**src/rtl/br_issue_sched_if.sv**
```systemverilog
// Dispatch, CDB snoop and issue-stage signals of the branch issue scheduler.
// The dispatcher/arbiter side uses master; the scheduler itself uses slave.
interface br_issue_sched_if #(
  parameter int unsigned TAG_W = 4
);
  logic             disp_valid;
  logic             disp_ready;
  logic [6:0]       disp_opcode;
  logic [2:0]       disp_funct3;
  logic [31:0]      disp_pc;
  logic [31:0]      disp_imm;
  logic [TAG_W-1:0] disp_rob_tag;
  logic             disp_rs1_rdy;
  logic             disp_rs2_rdy;
  logic [31:0]      disp_rs1_val;
  logic [31:0]      disp_rs2_val;
  logic [TAG_W-1:0] disp_rs1_tag;
  logic [TAG_W-1:0] disp_rs2_tag;

  logic             cdb_valid;
  logic [TAG_W-1:0] cdb_tag;
  logic [31:0]      cdb_value;

  logic             iss_valid;
  logic [6:0]       iss_opcode;
  logic [2:0]       iss_funct3;
  logic [31:0]      iss_a;
  logic [31:0]      iss_b;
  logic [31:0]      iss_pc;
  logic [31:0]      iss_imm;
  logic [TAG_W-1:0] iss_tag;
  logic             iss_grant;

  modport master (
    output disp_valid, disp_opcode, disp_funct3, disp_pc, disp_imm, disp_rob_tag,
           disp_rs1_rdy, disp_rs2_rdy, disp_rs1_val, disp_rs2_val, disp_rs1_tag, disp_rs2_tag,
           cdb_valid, cdb_tag, cdb_value, iss_grant,
    input  disp_ready, iss_valid, iss_opcode, iss_funct3, iss_a, iss_b, iss_pc, iss_imm, iss_tag
  );

  modport slave (
    input  disp_valid, disp_opcode, disp_funct3, disp_pc, disp_imm, disp_rob_tag,
           disp_rs1_rdy, disp_rs2_rdy, disp_rs1_val, disp_rs2_val, disp_rs1_tag, disp_rs2_tag,
           cdb_valid, cdb_tag, cdb_value, iss_grant,
    output disp_ready, iss_valid, iss_opcode, iss_funct3, iss_a, iss_b, iss_pc, iss_imm, iss_tag
  );
endinterface

```
**src/rtl/br_issue_sched.sv**
```systemverilog
// Branch/jump issue scheduler: collapsing age-ordered queue with CDB wakeup,
// feeding a registered issue stage that holds until the CDB slot is granted.
module br_issue_sched #(
  parameter int unsigned DEPTH = 4,
  parameter int unsigned TAG_W = 4
) (
  input  logic                       clk,
  input  logic                       rst,
  input  logic                       flush,
  br_issue_sched_if.slave            bus,
  output logic [$clog2(DEPTH+1)-1:0] occupancy
);
  localparam int unsigned CNT_W = $clog2(DEPTH + 1);

  typedef struct packed {
    logic [6:0]       opcode;
    logic [2:0]       funct3;
    logic [31:0]      pc;
    logic [31:0]      imm;
    logic [TAG_W-1:0] rob_tag;
    logic             rs1_rdy;
    logic [31:0]      rs1_val;
    logic [TAG_W-1:0] rs1_tag;
    logic             rs2_rdy;
    logic [31:0]      rs2_val;
    logic [TAG_W-1:0] rs2_tag;
  } ent_t;

  typedef struct packed {
    logic [6:0]       opcode;
    logic [2:0]       funct3;
    logic [31:0]      a;
    logic [31:0]      b;
    logic [31:0]      pc;
    logic [31:0]      imm;
    logic [TAG_W-1:0] tag;
  } iss_t;

  ent_t             ent_q [DEPTH];
  ent_t             ent_d [DEPTH];
  ent_t             woke  [DEPTH];
  ent_t             new_ent;
  ent_t             sel_ent;
  logic [CNT_W-1:0] count_q, count_d;
  logic [CNT_W-1:0] sel_idx, wr_idx;
  logic             any_elig, iss_free, do_issue, do_disp, disp_ready_c;
  logic             iss_valid_q, iss_valid_d;
  iss_t             iss_q, iss_d;

  // Capture a broadcast value into any waiting source whose tag matches.
  function automatic ent_t wake(input ent_t e, input logic v,
                                input logic [TAG_W-1:0] t, input logic [31:0] val);
    ent_t r;
    r = e;
    if (v && !e.rs1_rdy && e.rs1_tag == t) begin
      r.rs1_rdy = 1'b1;
      r.rs1_val = val;
    end
    if (v && !e.rs2_rdy && e.rs2_tag == t) begin
      r.rs2_rdy = 1'b1;
      r.rs2_val = val;
    end
    return r;
  endfunction

  assign disp_ready_c   = (count_q < CNT_W'(DEPTH)) & ~flush;
  assign bus.disp_ready = disp_ready_c;
  assign bus.iss_valid  = iss_valid_q;
  assign bus.iss_opcode = iss_q.opcode;
  assign bus.iss_funct3 = iss_q.funct3;
  assign bus.iss_a      = iss_q.a;
  assign bus.iss_b      = iss_q.b;
  assign bus.iss_pc     = iss_q.pc;
  assign bus.iss_imm    = iss_q.imm;
  assign bus.iss_tag    = iss_q.tag;
  assign occupancy      = count_q;

  always_comb begin
    ent_d       = ent_q;
    woke        = ent_q;
    count_d     = count_q;
    iss_valid_d = iss_valid_q;
    iss_d       = iss_q;
    sel_idx     = '0;
    sel_ent     = ent_q[0];
    any_elig    = 1'b0;

    // Oldest entry whose operands were both ready at the start of the cycle.
    for (int i = DEPTH - 1; i >= 0; i--) begin
      if (CNT_W'(i) < count_q && ent_q[i].rs1_rdy && ent_q[i].rs2_rdy) begin
        any_elig = 1'b1;
        sel_idx  = CNT_W'(i);
        sel_ent  = ent_q[i];
      end
    end

    iss_free = ~iss_valid_q | bus.iss_grant;
    do_issue = iss_free & any_elig;
    do_disp  = bus.disp_valid & disp_ready_c;
    wr_idx   = count_q - CNT_W'(do_issue);

    new_ent.opcode  = bus.disp_opcode;
    new_ent.funct3  = bus.disp_funct3;
    new_ent.pc      = bus.disp_pc;
    new_ent.imm     = bus.disp_imm;
    new_ent.rob_tag = bus.disp_rob_tag;
    new_ent.rs1_rdy = bus.disp_rs1_rdy;
    new_ent.rs1_val = bus.disp_rs1_val;
    new_ent.rs1_tag = bus.disp_rs1_tag;
    new_ent.rs2_rdy = bus.disp_rs2_rdy;
    new_ent.rs2_val = bus.disp_rs2_val;
    new_ent.rs2_tag = bus.disp_rs2_tag;
    new_ent = wake(new_ent, bus.cdb_valid, bus.cdb_tag, bus.cdb_value);

    for (int i = 0; i < DEPTH; i++) begin
      woke[i] = wake(ent_q[i], bus.cdb_valid, bus.cdb_tag, bus.cdb_value);
    end

    // Collapse above the issued slot, then drop the new entry at the tail.
    for (int i = 0; i < DEPTH; i++) begin
      int unsigned src;
      src = (do_issue && CNT_W'(i) >= sel_idx && (i + 1) < DEPTH) ? i + 1 : i;
      ent_d[i] = woke[src];
      if (do_disp && CNT_W'(i) == wr_idx) ent_d[i] = new_ent;
    end

    count_d = count_q - CNT_W'(do_issue) + CNT_W'(do_disp);

    if (do_issue) begin
      iss_valid_d  = 1'b1;
      iss_d.opcode = sel_ent.opcode;
      iss_d.funct3 = sel_ent.funct3;
      iss_d.a      = sel_ent.rs1_val;
      iss_d.b      = sel_ent.rs2_val;
      iss_d.pc     = sel_ent.pc;
      iss_d.imm    = sel_ent.imm;
      iss_d.tag    = sel_ent.rob_tag;
    end else if (iss_free) begin
      iss_valid_d = 1'b0;
    end

    if (flush) begin
      ent_d       = ent_q;
      count_d     = '0;
      iss_valid_d = 1'b0;
      iss_d       = iss_q;
    end
  end

  always_ff @(posedge clk or posedge rst) begin
    if (rst) begin
      count_q     <= '0;
      iss_valid_q <= 1'b0;
      iss_q       <= '0;
      for (int i = 0; i < DEPTH; i++) ent_q[i] <= '0;
    end else begin
      count_q     <= count_d;
      iss_valid_q <= iss_valid_d;
      iss_q       <= iss_d;
      for (int i = 0; i < DEPTH; i++) ent_q[i] <= ent_d[i];
    end
  end
endmodule
```
**src/flat_wrapper.sv**
```systemverilog
// flat-port wrapper written by rule: the top's interface ports become plain ports
module br_issue_sched_flat 
#(
  parameter int unsigned DEPTH = 4,
  parameter int unsigned TAG_W = 4
)
  (clk, rst, flush, occupancy, bus_disp_valid, bus_disp_opcode, bus_disp_funct3, bus_disp_pc, bus_disp_imm, bus_disp_rob_tag, bus_disp_rs1_rdy, bus_disp_rs2_rdy, bus_disp_rs1_val, bus_disp_rs2_val, bus_disp_rs1_tag, bus_disp_rs2_tag, bus_cdb_valid, bus_cdb_tag, bus_cdb_value, bus_iss_grant, bus_disp_ready, bus_iss_valid, bus_iss_opcode, bus_iss_funct3, bus_iss_a, bus_iss_b, bus_iss_pc, bus_iss_imm, bus_iss_tag);
  br_issue_sched_if #(.TAG_W(TAG_W)) bus_i ();
  input  logic clk;
  input  logic rst;
  input  logic flush;
  output logic [$clog2(DEPTH+1)-1:0] occupancy;
  input wire logic [$bits(bus_i.disp_valid)-1:0] bus_disp_valid;
  input wire logic [$bits(bus_i.disp_opcode)-1:0] bus_disp_opcode;
  input wire logic [$bits(bus_i.disp_funct3)-1:0] bus_disp_funct3;
  input wire logic [$bits(bus_i.disp_pc)-1:0] bus_disp_pc;
  input wire logic [$bits(bus_i.disp_imm)-1:0] bus_disp_imm;
  input wire logic [$bits(bus_i.disp_rob_tag)-1:0] bus_disp_rob_tag;
  input wire logic [$bits(bus_i.disp_rs1_rdy)-1:0] bus_disp_rs1_rdy;
  input wire logic [$bits(bus_i.disp_rs2_rdy)-1:0] bus_disp_rs2_rdy;
  input wire logic [$bits(bus_i.disp_rs1_val)-1:0] bus_disp_rs1_val;
  input wire logic [$bits(bus_i.disp_rs2_val)-1:0] bus_disp_rs2_val;
  input wire logic [$bits(bus_i.disp_rs1_tag)-1:0] bus_disp_rs1_tag;
  input wire logic [$bits(bus_i.disp_rs2_tag)-1:0] bus_disp_rs2_tag;
  input wire logic [$bits(bus_i.cdb_valid)-1:0] bus_cdb_valid;
  input wire logic [$bits(bus_i.cdb_tag)-1:0] bus_cdb_tag;
  input wire logic [$bits(bus_i.cdb_value)-1:0] bus_cdb_value;
  input wire logic [$bits(bus_i.iss_grant)-1:0] bus_iss_grant;
  output wire logic [$bits(bus_i.disp_ready)-1:0] bus_disp_ready;
  output wire logic [$bits(bus_i.iss_valid)-1:0] bus_iss_valid;
  output wire logic [$bits(bus_i.iss_opcode)-1:0] bus_iss_opcode;
  output wire logic [$bits(bus_i.iss_funct3)-1:0] bus_iss_funct3;
  output wire logic [$bits(bus_i.iss_a)-1:0] bus_iss_a;
  output wire logic [$bits(bus_i.iss_b)-1:0] bus_iss_b;
  output wire logic [$bits(bus_i.iss_pc)-1:0] bus_iss_pc;
  output wire logic [$bits(bus_i.iss_imm)-1:0] bus_iss_imm;
  output wire logic [$bits(bus_i.iss_tag)-1:0] bus_iss_tag;
  assign bus_i.disp_valid = bus_disp_valid;
  assign bus_i.disp_opcode = bus_disp_opcode;
  assign bus_i.disp_funct3 = bus_disp_funct3;
  assign bus_i.disp_pc = bus_disp_pc;
  assign bus_i.disp_imm = bus_disp_imm;
  assign bus_i.disp_rob_tag = bus_disp_rob_tag;
  assign bus_i.disp_rs1_rdy = bus_disp_rs1_rdy;
  assign bus_i.disp_rs2_rdy = bus_disp_rs2_rdy;
  assign bus_i.disp_rs1_val = bus_disp_rs1_val;
  assign bus_i.disp_rs2_val = bus_disp_rs2_val;
  assign bus_i.disp_rs1_tag = bus_disp_rs1_tag;
  assign bus_i.disp_rs2_tag = bus_disp_rs2_tag;
  assign bus_i.cdb_valid = bus_cdb_valid;
  assign bus_i.cdb_tag = bus_cdb_tag;
  assign bus_i.cdb_value = bus_cdb_value;
  assign bus_i.iss_grant = bus_iss_grant;
  assign bus_disp_ready = bus_i.disp_ready;
  assign bus_iss_valid = bus_i.iss_valid;
  assign bus_iss_opcode = bus_i.iss_opcode;
  assign bus_iss_funct3 = bus_i.iss_funct3;
  assign bus_iss_a = bus_i.iss_a;
  assign bus_iss_b = bus_i.iss_b;
  assign bus_iss_pc = bus_i.iss_pc;
  assign bus_iss_imm = bus_i.iss_imm;
  assign bus_iss_tag = bus_i.iss_tag;
  br_issue_sched #(.DEPTH(DEPTH), .TAG_W(TAG_W)) u_core (.clk(clk), .rst(rst), .flush(flush), .bus(bus_i), .occupancy(occupancy));
endmodule
```
**config.mk**
```make
export PLATFORM = sky130hd
export DESIGN_NAME = br_issue_sched_flat
export DESIGN_NICKNAME = d
export VERILOG_FILES = /design/src/rtl/br_issue_sched_if.sv /design/src/rtl/br_issue_sched.sv /design/src/flat_wrapper.sv
export SDC_FILE = /design/constraint.sdc
export NUM_CORES = 2
export LEC_CHECK = 0
export ABC_AREA = 1
export CAP_MARGIN = 20
export CORE_ASPECT_RATIO = 0.75
export CORE_MARGIN = 8
export CORE_UTILIZATION = 35
export CTS_BUF_LIST = sky130_fd_sc_hd__clkbuf_4 sky130_fd_sc_hd__clkbuf_8
export DETAILED_ROUTE_END_ITERATION = 8
export GPL_TIMING_DRIVEN = 0
export SLEW_MARGIN = 30
export SYNTH_ARGS = -nofsm -noshare
export SYNTH_HDL_FRONTEND = slang
export SYNTH_SLANG_ARGS = --single-unit
export TNS_END_PERCENT = 1
```
**constraint.sdc**
```tcl
create_clock -name clk -period 76.4 [get_ports clk]
set_input_delay 11.46 -clock clk [delete_from_list [all_inputs] [get_ports clk]]
set_output_delay 11.46 -clock clk [all_outputs]
set_load 0.1 [all_outputs]
```
== Word level (Yosys, flattened, before mapping) ==
Cells that the tools add are included.
Storage, ports and cells
  register bits after elaboration: 754
  logic and storage cells: 179
Cells by class
  add/sub/neg operators: 2
  order comparisons: 11
  equal/unequal tests: 13
  muxes and demuxes: 42
  bitwise logic cells: 9
  reduce and logical (&&, ||, !) cells: 49
Operators by type and width (number)
  152-bit 2-to-1 mux: 13
  152-bit binary-select mux with 2-bit select: 3
  33-bit 2-to-1 mux: 10
  33-bit by 3-bit greater-or-equal comparator with 1-bit output (second input constant): 3
  32-bit inverter with 33-bit output: 3
  74-bit 2-to-1 mux: 1
  4-bit equality test: 10
  1-bit logical AND: 35
  3-bit 2-to-1 mux: 4
  1-bit zero test: 10
  1-bit 2-to-1 mux: 9
  2-bit by 3-bit equality test with 1-bit output (first input constant): 2
  1-bit by 3-bit greater-or-equal comparator with 1-bit output (first input constant): 2
  1-bit by 3-bit < comparator with 1-bit output (first input constant): 2
  2-bit by 3-bit < comparator with 1-bit output (first input constant): 2
  2-bit 2-to-1 mux: 2
  2-bit AND reduction: 2
  3-bit by 1-bit adder with 3-bit output: 1
  1-bit bitwise AND: 3
  1-bit by 3-bit equality test with 1-bit output (first input constant): 1
  2-bit by 3-bit greater-or-equal comparator with 1-bit output (first input constant): 1
  3-bit zero test: 1
  3-bit < comparator (second input constant): 1
  3-bit nonzero test: 1
  other kinds (3): 4

== Depth between registers and ports, before layout ==
  word-level depth: 15
  depth in mapped cells: 16
  mapped depth without buffers: 14

== Worst setup path before layout ==
Ideal clock, no wire load.
  path kind: input port to output port
  from: input flush
  to: output bus_disp_ready
  arrival: 12742 ps
  required time: 64940 ps
  path slack: 52198 ps
  cell stages on the path: 1
  path buffers: 0
  cell sequence: nor2_1
On the way
  cells in the longest elaborated chain, start to end: 2
Ends and longest elaborated chain
  from (decl): line flat_wrapper.sv:11  | input logic flush;
  1-bit inverter (no source line)
  1-bit bitwise AND: line br_issue_sched.sv:66  | assign disp_ready_c = (count_q < CNT_W'(DEPTH)) & ~flush;
  to (decl): line flat_wrapper.sv:29  | output wire logic [$bits(bus_i.disp_ready)-1:0] bus_disp_ready;
Every way passes these cells.

== Worst setup path in the final report ==
Same ends and word-level chain as after synthesis.

==> results.md <==
- The placeable core area is 141000 µm².
- The peak ir drop on the vdd network is 36.1 µV.
- The most frequent cell on the critical path is clkdlybuf4s50_1.
- After detailed routing, the number of remaining DRC violations is 0.
- The number of setup violations in the final report is 0.
- Synthesis inferred 754 register bits.
- Setup slack on the worst reg-to-reg path comes out at 71570 ps.
- The worst pin sits at a relative slew slack of 0.218.
- The setup path with the least slack is of type in -> out.
- The maximum level of the CTS H-tree is 4.
- The length in cells of the worst reg-to-reg path is 14.
- The chip height is 342 µm.
- The first detailed-routing pass took 9 iterations.
- The start point of the worst min-delay path is u_core.ent_q[590].
- Entering global routing, the biggest net connects 84 pins.
- Routability-driven placement finished with a final weighted congestion of between 1 and 1.5.
- The quantity of gates resized following cts is 0.
- Input and output buffers added on the ports amount to between 300 and 400.
- The worst reg2reg path endpoint is u_core.ent_q[221].
- In this run, post-CTS hold repair placed 0 buffers.
- The number of filler instances in the final layout is 15197.
- The initialized floorplan defines 119 standard-cell rows.
- The routing usage on met1 is 0.444.
- The clock tree skew after final layout is 59.2 ps.
- The wire length per cell after detailed routing is 25.7 µm.
- The number of antenna violations at the first check in global routing came to 25.
- The busiest metal layer after global routing is met2.
- For the final routed database, the setup TNS stands at 0 ps.
- Subtracting the final worst setup slack from the clock period gives roughly 26000 ps.
- Across all hold checks on the routed design, the worst slack comes to 476 ps.
- For this run, global-route usage on met3 was measured as 0.108.
- The launch instance of the worst register-to-register path is u_core.bus.iss_valid.
- On the worst path, the slowest cell contributes a delay of 1250 ps.
- The data arrival time at the worst-slack endpoint is 14260 ps.
- Summed over all layers, the global routing overflow is 0.
- The final-stage net count is 8465.
- The number of nets produced by synthesis is ~8000.
- For hold timing, the worst endpoint is u_core.ent_q[590].
- The number of max-slew violations in the final report is 0.
- The count of final hold-check violations is 0.
- For this run, the number of Yosys warnings is 0.
- In this design, the largest share of critical-path delay is due to buffers and inverters.
- The vias per cell is between 5 and 6.
- The starting density of the core is 0.353.
- In this run the count of I/O pins placed on the die edge is 341.
- TritonCTS built the clock tree.
- The critical path endpoint category is a primary output.
- The die is around 450 µm wide.
- The area of the die is between 150000 and 200000 µm².
- The clock insertion delay at the later pin of the skew report is 960 ps.
- Setup repair after global routing left no endpoint under its margin.
- In the finished design, the share of the clock period the worst path needs comes to 0.337.
- After clock tree synthesis, the clock-pin slew on the worst setup and hold paths is 60 ps.
- The number of design-rule violations left by the first detailed-router iteration is 8515.
- The worst hold path passes through 2 cells.
- The tree built by TritonCTS fans out to 754 sinks.
- The slowest stage of the critical path is the clkdlybuf4s50_1 cell.
- In this run the worst hold path is classified as reg -> reg.
- Synthesis produced a netlist whose cell count is 7776.
- The power per cell area is 46.7 nW/µm².
- Across the run, the number of max-cap violations was 0.
- Once detailed placement completed, the half-perimeter wirelength came to 198 mm.
- The number of setup buffers added after CTS is 0.
- The largest driver fanout on the critical path is 6.
- For this block, the via count after detailed routing is approximately 59000.
- The mean instance size in the synthesized netlist is 6.38 µm².
- For this run, global-route usage on met2 was measured as 0.459.
- At the pin with the least slew margin, the transition time is between 1000 and 1500 ps.
- Summed over all cells, the static leakage comes to 0.0300 µW.
- Clock tree synthesis inserted a total of 138 buffers.
- The kind of start point of the critical path is a primary input.
- The post-synth design cell area is 49600 µm².
- Together, buffers and inverters on the worst path number 2.
- The via count of the first global-routing pass is approximately 55000.
- Of the cells placed in the final design, the portion with a size suffix greater than 1 is 0.0617.
- The master cell of the clock root buffer is clkbuf_8.
- Wires add up to 263 mm.
- STA puts the critical path data required time at 64940 ps.
- Traced cell by cell, the critical path runs through clkdlybuf4s50_1 -> nor2_1 -> clkdlybuf4s50_1.
- The first global-routing pass estimated around 380 mm of wire.
- Of the synthesized area, sequential elements account for 0.380.
- Counting along the longest clock path gives a buffer depth of 3.
- The run finished with clean final reports.
- Compared with the post-synthesis result, the final layout area differs by 18.1%.
- The count of antenna-violating nets left after detailed routing is 0.
- The combined global-route utilization of all metal layers is 0.326.
- Static timing analysis puts the maximum clock frequency at approximately 0.04 GHz.
- The distinct cell type count of the synthesized netlist is 30.
metal layers:
layer | vias to the layer above | wire (µm)
li1 | 26239 | -
met1 | 28096 | 108000
met2 | 3956 | 105000
met3 | 775 | 34400
met4 | 8 | 15400
met5 | - | 60
sequential cells by signal, summed over array words and instances, names as in the netlist:
| name | cells |
|---|---|
| u_core.bus.iss_funct3 | 3 |
| u_core.bus.iss_tag | 4 |
| u_core.bus.iss_a | 32 |
| u_core.bus.iss_opcode | 7 |
| u_core.occupancy | 3 |
| u_core.ent_q | 608 |
| u_core.bus.iss_b | 32 |
| u_core.bus.iss_imm | 32 |
| u_core.bus.iss_valid | 1 |
| u_core.bus.iss_pc | 32 |
cells by family (layout without fill, tap and decap cells):
family,after synthesis,count (layout),synth area share
AOI/OAI and AO/OA,784,784,0.0914
xor gates and xnor gates,3,3,0.000530
adders and majority gates,1,1,0.000252
buffers and inverters,1217,1804,0.0977
DFF,754,754,0.380
other,0,18,0
and+or+nand+nor,5017,5017,0.430
final cells by class:
class,count,area [µm²],area share
flip-flops and latches,754,18900,0.322
plain buffers,652,2750,0.0470
repair buffers,354,3620,0.0617
clock buffers,213,2660,0.0454
well taps,1875,2350,0.0400
inverters,565,2130,0.0363
diodes,18,45.0,0.000769
multi-input cells,5805,26000,0.443
clock inverters,20,221,0.00378
Yosys cell counts, drive strengths merged:
cell    instances  area (µm²)
clkbuf        421        1580
xor2            3        26.3
nand4         553        3500
a21oi         155         795
a31oi           1        6.26
dfrtp         754       18900
inv           562        2110
clkinv          3        11.3
ha              1        12.5
o22ai          34         213
o211ai        110         826
nand3b          1        7.51
o21a          110         826
nor2          216         836
o21ai         374        1870
nor3            5        30.0
nand3         817        4090
nand2        3425       12900
buf           231        1150
layout by cell type (no fill, tap or decap), types with 4 or more instances in the layout:
| master | Yosys | layout |
|---|---|---|
| buf_4 | 25 | 27 |
| buf_2 | 150 | 179 |
| clkbuf_8 | 0 | 170 |
| o22ai_1 | 34 | 34 |
| buf_1 | 56 | 56 |
| clkinv_2 | 0 | 5 |
| clkbuf_4 | 0 | 43 |
| o211ai_1 | 110 | 110 |
| nand3_1 | 816 | 816 |
| a21oi_1 | 150 | 148 |
| clkbuf_1 | 421 | 402 |
| nand2_1 | 3420 | 3420 |
| dfrtp_1 | 754 | 754 |
| nand2_2 | 5 | 5 |
| inv_2 | 7 | 7 |
| buf_16 | 0 | 12 |
| inv_1 | 555 | 554 |
| nor2_1 | 210 | 201 |
| clkinv_8 | 0 | 4 |
| diode_2 | 0 | 18 |
| a21oi_2 | 5 | 6 |
| o21ai_0 | 374 | 374 |
| nand4_1 | 550 | 550 |
| inv_8 | 0 | 5 |
| nor2_2 | 4 | 12 |
| clkbuf_2 | 0 | 20 |
| clkdlybuf4s50_1 | 0 | 307 |
| o21a_1 | 110 | 110 |
where the power goes:
part           switching (µW)  internal (µW)  leakage [µW]
Clock                     203            226       0.00152
Combinational            1230            380        0.0187
Sequential                124            577       0.00981
Total                    1560           1180        0.0300
how the worst max path moves through the flow:
stage / startpoint / to / slack, ps / cells after the start
floorplan: rst / u_core.bus.iss_a[0] / 43780 / 1
CTS: flush / bus_disp_ready / 50690 / 3
finish: flush / bus_disp_ready / 50680 / 3
detailed placement: flush / bus_disp_ready / 50700 / 3
global placement: rst / u_core.bus.iss_b[14] / 32230 / 2
global route: flush / bus_disp_ready / 50750 / 3
worst min-delay path, delay by kind of cell, from the launching register on:
kind             cells  cell delay, ps
flip-flops           1             340
AND/OR/NAND/NOR      2             100
through the flow:
stage	utilization	power, µW	setup slack (ps)	cell area [µm²]	std cells
3_5_place_dp	0.396	2260	50700	55700	10005
2_1_floorplan	-	1700	43780	49600	7776
5_1_grt	0.417	2860	50750	58600	10249
6_report	0.417	2740	50680	58600	10256
4_1_cts	0.417	2690	50690	58600	10238
3_3_place_gp	0.394	2240	32230	55300	9988
Note: power is estimated with default switching activity, not from simulation.
